`config.mk`:
```
export PLATFORM = sky130hd
export DESIGN_NAME = la_dsel7
export DESIGN_NICKNAME = d
export VERILOG_FILES = /design/src/rtl/la_dsel_pkg.sv /design/src/rtl/la_rrpick7.sv /design/src/rtl/la_dsel7.sv
export SDC_FILE = /design/constraint.sdc
export NUM_CORES = 1
export LEC_CHECK = 0
export CORE_AREA = 2 2 108 152
export CTS_BUF_LIST = sky130_fd_sc_hd__clkbuf_2 sky130_fd_sc_hd__clkbuf_4 sky130_fd_sc_hd__clkbuf_8
export DETAILED_ROUTE_END_ITERATION = 7
export DIE_AREA = 0 0 110 154
export PLACE_DENSITY_LB_ADDON = 0.15
export RECOVER_POWER = 50
export SLEW_MARGIN = 20
export SYNTH_ARGS = -nofsm -noshare
export SYNTH_HDL_FRONTEND = slang
export SYNTH_SLANG_ARGS = --single-unit
```
`constraint.sdc`:
```
create_clock -name clk -period 9.81 [get_ports clk]
set_input_delay 1.962 -clock clk [delete_from_list [all_inputs] [get_ports clk]]
set_output_delay 1.962 -clock clk [all_outputs]
set_load 0.01 [all_outputs]
```
`src/rtl/la_dsel_pkg.sv`:
```
// Shared definitions for the la_dsel family of one-hot select generators:
// requester count, index width, FSM state encoding and a one-hot decoder.
package la_dsel_pkg;

  localparam int N    = 7;
  localparam int IDXW = 3;

  // Pointer value after reset: the agent "granted last" is 6, so the first
  // round-robin search begins at agent 0.
  localparam logic [IDXW-1:0] LAST_RST = 3'd6;

  typedef enum logic {
    ST_IDLE = 1'b0,
    ST_BUSY = 1'b1
  } state_e;

  // One-hot (or zero) vector to binary index. OR-reduction of the set bit
  // positions; with a zero vector the result is 0.
  function automatic logic [IDXW-1:0] onehot2idx(input logic [N-1:0] oh);
    logic [IDXW-1:0] idx;
    idx = '0;
    for (int i = 0; i < N; i++) begin
      if (oh[i]) idx = idx | IDXW'(i);
    end
    return idx;
  endfunction

endpackage

```
`src/rtl/la_rrpick7.sv`:
```
// Combinational 7-way picker. In rotate mode the search starts just after
// last_i and wraps 6->0, so the previous winner has lowest priority. In
// fixed mode the lowest asserted index wins and last_i is ignored.
module la_rrpick7
  import la_dsel_pkg::*;
(
  input  logic [N-1:0]    req_i,
  input  logic [IDXW-1:0] last_i,
  input  logic            fixed_i,
  output logic [N-1:0]    grant_o,
  output logic            any_o
);

  logic            found;
  logic [IDXW-1:0] pos;
  int              pos_int;

  // Walk the seven candidates in priority order and take the first request.
  always_comb begin
    grant_o = '0;
    found   = 1'b0;
    pos     = '0;
    pos_int = 0;
    for (int k = 0; k < N; k++) begin
      if (fixed_i) begin
        pos_int = k;
      end else begin
        pos_int = (int'(last_i) + 1 + k) % N;
      end
      pos = IDXW'(pos_int);
      if (!found && req_i[pos]) begin
        grant_o[pos] = 1'b1;
        found        = 1'b1;
      end
    end
  end

  assign any_o = |req_i;

endmodule

```
`src/rtl/la_dsel7.sv`:
```
// Registered 7-way select generator. A grant is taken from IDLE on any
// request and held in BUSY until the grantee pulses done; on done the next
// winner is granted at the same edge, or the block returns to IDLE. All
// outputs come straight from flops, so req/done never reach them
// combinationally.
//
// Handshake: req is a level; a grant (sel/valid/gidx) is issued at a rising
// edge and is held unchanged until an edge where done=1, at which point it
// either moves to the next winner or drops to zero. done outside BUSY and
// req changes during BUSY have no effect.
module la_dsel7
  import la_dsel_pkg::*;
#(
  parameter string PROP = "DEFAULT",
  parameter string MODE = "RR"
) (
  input  logic       clk,
  input  logic       nreset,
  input  logic       req6,
  input  logic       req5,
  input  logic       req4,
  input  logic       req3,
  input  logic       req2,
  input  logic       req1,
  input  logic       req0,
  input  logic       done,
  output logic       sel6,
  output logic       sel5,
  output logic       sel4,
  output logic       sel3,
  output logic       sel2,
  output logic       sel1,
  output logic       sel0,
  output logic       valid,
  output logic [2:0] gidx
);

  localparam logic MODE_FIXED = (MODE == "FIXED");

  // Hook for implementation mapping of non-default cell properties; the
  // behavioural model is identical for every PROP value.
  if (PROP != "DEFAULT") begin : g_prop_custom
  end

  state_e          state_q, state_d;
  logic [IDXW-1:0] last_q,  last_d;
  logic [N-1:0]    sel_q,   sel_d;
  logic            valid_q, valid_d;
  logic [IDXW-1:0] gidx_q,  gidx_d;

  logic [N-1:0]    req_vec;
  logic [N-1:0]    pick_grant;
  logic            pick_any;
  logic            grant_slot;

  assign req_vec = {req6, req5, req4, req3, req2, req1, req0};

  la_rrpick7 u_pick (
    .req_i   (req_vec),
    .last_i  (last_q),
    .fixed_i (MODE_FIXED),
    .grant_o (pick_grant),
    .any_o   (pick_any)
  );

  // A new arbitration happens when idle, or when the grantee finishes.
  assign grant_slot = (state_q == ST_IDLE) || done;

  // Next-state and next-output decode.
  always_comb begin
    state_d = state_q;
    last_d  = last_q;
    sel_d   = sel_q;
    valid_d = valid_q;
    gidx_d  = gidx_q;
    if (grant_slot) begin
      if (pick_any) begin
        state_d = ST_BUSY;
        sel_d   = pick_grant;
        valid_d = 1'b1;
        gidx_d  = onehot2idx(pick_grant);
        last_d  = onehot2idx(pick_grant);
      end else begin
        state_d = ST_IDLE;
        sel_d   = '0;
        valid_d = 1'b0;
        gidx_d  = '0;
      end
    end
  end

  // State, pointer and output registers with asynchronous clear.
  always_ff @(posedge clk or negedge nreset) begin
    if (!nreset) begin
      state_q <= ST_IDLE;
      last_q  <= LAST_RST;
      sel_q   <= '0;
      valid_q <= 1'b0;
      gidx_q  <= '0;
    end else begin
      state_q <= state_d;
      last_q  <= last_d;
      sel_q   <= sel_d;
      valid_q <= valid_d;
      gidx_q  <= gidx_d;
    end
  end

  assign {sel6, sel5, sel4, sel3, sel2, sel1, sel0} = sel_q;
  assign valid = valid_q;
  assign gidx  = gidx_q;

endmodule

```
==> metrics <==
sequential cell area fraction in the yosys report 7.72%; CTS tree built; largest net degree at the start of global routing 65; fin crit period 7.75 ns; GRT Overall Usage around a fifth; Clk Latency, worst-skew pair ~0.27 ns; CTS HTree Levels 1; Num CTS Buffers 3; Crit Path Max Fanout 14; Syn Nets about 660; DRC viols 0; Syn-to-layout area delta 8.26%; fmax between 100 and 150 MHz; mux share of post-synthesis cell area 8.24%; Die ar. between 15000 and 20000 sq um; CP Capture Type flip-flop; fillers 1655; layout cells sized above 1 roughly 10%; total grt overflow 0; core area approximately 15000 sq um; Post-synth EDFFs 0; Routed WL 17800 microns; Async SR Flop Fraction 100%; via count 5060; CTS Root Cell clkbuf_8; register bit count reported by yosys 14; max_cap viols 0; Syn Inst Count between 600 and 700; Mapped Avg Cell Area about 7.4 sq um; main combinational cell family by area after synthesis compound AO/OA/AOI/OAI gates; setup bufs post-CTS 0; CTS Hold Bufs 0; global-route wire length before repair approximately 28000 microns; measured slew at the worst slew-check pin ~1.1 ns; initial antenna violation count 0; crit path kind flip-flop to flip-flop; most frequent cells in the layout nand2_1 (56), a21oi_1 (47), nor2_1 (41); XOR/XNOR Fraction of Synth Area approximately 4.7%; clock-pin slew on the worst setup and hold paths roughly 0.070 ns; die span in y between 150 and 200 microns; initial core utilization 29.5%; dominant synthesized flop cell dfrtp_1; DP HPWL 14000 microns; routed len/inst 21.8 microns; DRT antenna net count 0; drt first pass iters 5; Compound-Gate Fraction of Synth Area 37.5%; Worst slew margin 28.2%; clk buf depth 2; simple-gate area share of the yosys netlist between 20% and 30%; status complete, no violations; reg2reg setup slack 2.06 ns; Slew Limit Fails 0; CTS sink cnt 14; required time of the critical path between 9 and 10 ns; RSZ-0062 raised after global routing no; setup TNS 0 ns; mapped cell area ~4600 sq um; vias per std cell about 6.2; IO Pins 21; Iter 0 DRT Violations about 420; post_cts resized 0; Crit path arrival time between 7 and 8 ns; Synth Area in Adders between 8 and 9%; Synth warnings 0; Final Setup Violations 0; Setup Skew 0.00802 ns; ANT cells 0; fin nets approximately 660; synth unique cells 105; vias in the first global route approximately 5000; row count between 50 and 60; type of the worst min-delay path flip-flop to flip-flop; chip width ~110 microns; fin crit share 79.0%; commonest non-fill, non-tap cell in the layout nand2_1; final-report hold violation count 0; Critical Path Source Type flip-flop; input/output buffers 20; gpl congestion 0.971
==> worst paths after layout <==
path                                 from        end  cells after the start
worst max register to register  last_q[1]  last_q[1]                     24
max in group asynchronous          nreset  last_q[0]                      1
worst max-delay path            last_q[1]  last_q[1]                     24
worst min-delay path             sel_q[5]   sel_q[5]                      2
worst min register to register   sel_q[5]   sel_q[5]                      2
min in group asynchronous          nreset   sel_q[6]                      1
==> synth_stat cells (4+ instances only) <==
cell type  count  area share, %
xnor2_1       13            2.5
a32oi_1        8            1.5
a211oi_1      11            1.8
a22oi_1        5           0.82
nand3_1       26            2.8
a31oi_1       10            1.4
inv_1         29            2.4
a32o_1         4           0.88
o21ai_1        5           0.55
nor3_1        15            1.6
o2111ai_1      7            1.3
ha_1          28            7.7
a21oi_1       47            5.1
o21ai_0       21            2.3
o211a_1        6            1.3
o22ai_1        5           0.68
nand2b_1       9            1.2
clkbuf_1      16            1.3
or2_2          5           0.68
o21a_1         7            1.1
nand2_1       56            4.6
and2_1         8            1.1
mux2i_1       27            5.9
o211ai_1       6           0.99
a21o_1        11            1.8
nor4_1         6           0.82
nand4_1       11            1.5
nand3b_1       7            1.1
and3_1        11            1.5
o221ai_1       4           0.77
or3_1          7           0.96
buf_1          4           0.33
nor2_1        41            3.4
dfrtp_1       12            6.6
buf_2         10            1.1
o32ai_1        7            1.3
nor2b_1        7           0.96
==> through the flow <==
step	instances	setup slack [ns]	utilization (%)	hold slack, ns	area, sq um
3_3_place_gp	810	2.23	31.7	0.464	4900
3_5_place_dp	810	2.21	31.7	0.471	4900
6_report	814	2.06	32.0	0.480	4950
5_1_grt	814	1.69	32.0	0.522	4950
4_1_cts	814	2.17	32.0	0.487	4950
2_1_floorplan	622	3.01	-	0.507	4570
==> state kept, by name, indices dropped and copies added (netlist names) <==
register and flops:
gidx 3, last_q 3, sel_q 7, valid 1
==> logic make-up (layout without fill, tap and decap cells) <==
| logic type | count (synthesis) | after routing |
|---|---|---|
| compound gates | 223 | 223 |
| mux | 34 | 34 |
| buf+inv | 67 | 63 |
| fa+ha+maj | 29 | 29 |
| xor+xnor | 20 | 20 |
| flops | 14 | 14 |
| simple gates | 235 | 235 |
==> metal layers <==
layer	vias to the layer above	GRT usage, %	wire length (microns)
met5	-	0	0
met1	2383	23.8	6820
met2	199	36.8	8920
met3	65	1.57	676
li1	2413	-	-
met4	0	13.4	1340
==> area by class of cell <==
| cell class | instances | area, sq um | area share, % |
|---|---|---|---|
| Inverter | 33 | 126 | 2.55 |
| Timing Repair Buffer | 26 | 245 | 4.95 |
| Clock buffer | 4 | 48.8 | 0.986 |
| Multi-Input combinational cell | 541 | 3930 | 79.4 |
| Tap cell | 196 | 245 | 4.95 |
| Sequential cell | 14 | 354 | 7.15 |
==> worst max-delay path, stage by stage (launching register included) <==
cell and delay (ns):
dfstp_2 0.68, ha_1 0.52, xor2_2 0.65, ha_1 0.46, a21bo_2 0.27, a31o_2 0.25
inv_1 0.10, ha_1 0.22, nand3b_1 0.20, xnor2_1 0.23, inv_1 0.11, ha_1 0.21
a32o_1 0.20, or4b_2 0.66, nand3_1 0.23, ha_1 0.33, mux4_2 0.43, nand3_1 0.09
a21oi_1 0.10, nor3b_2 0.52, nand3_1 0.14, o211ai_1 0.41, a21o_1 0.20, o21ai_1 0.16
o2111ai_1 0.24
Power is not shown: default switching activity piles up to over one toggle a cycle in this logic, so the estimate is an artifact.
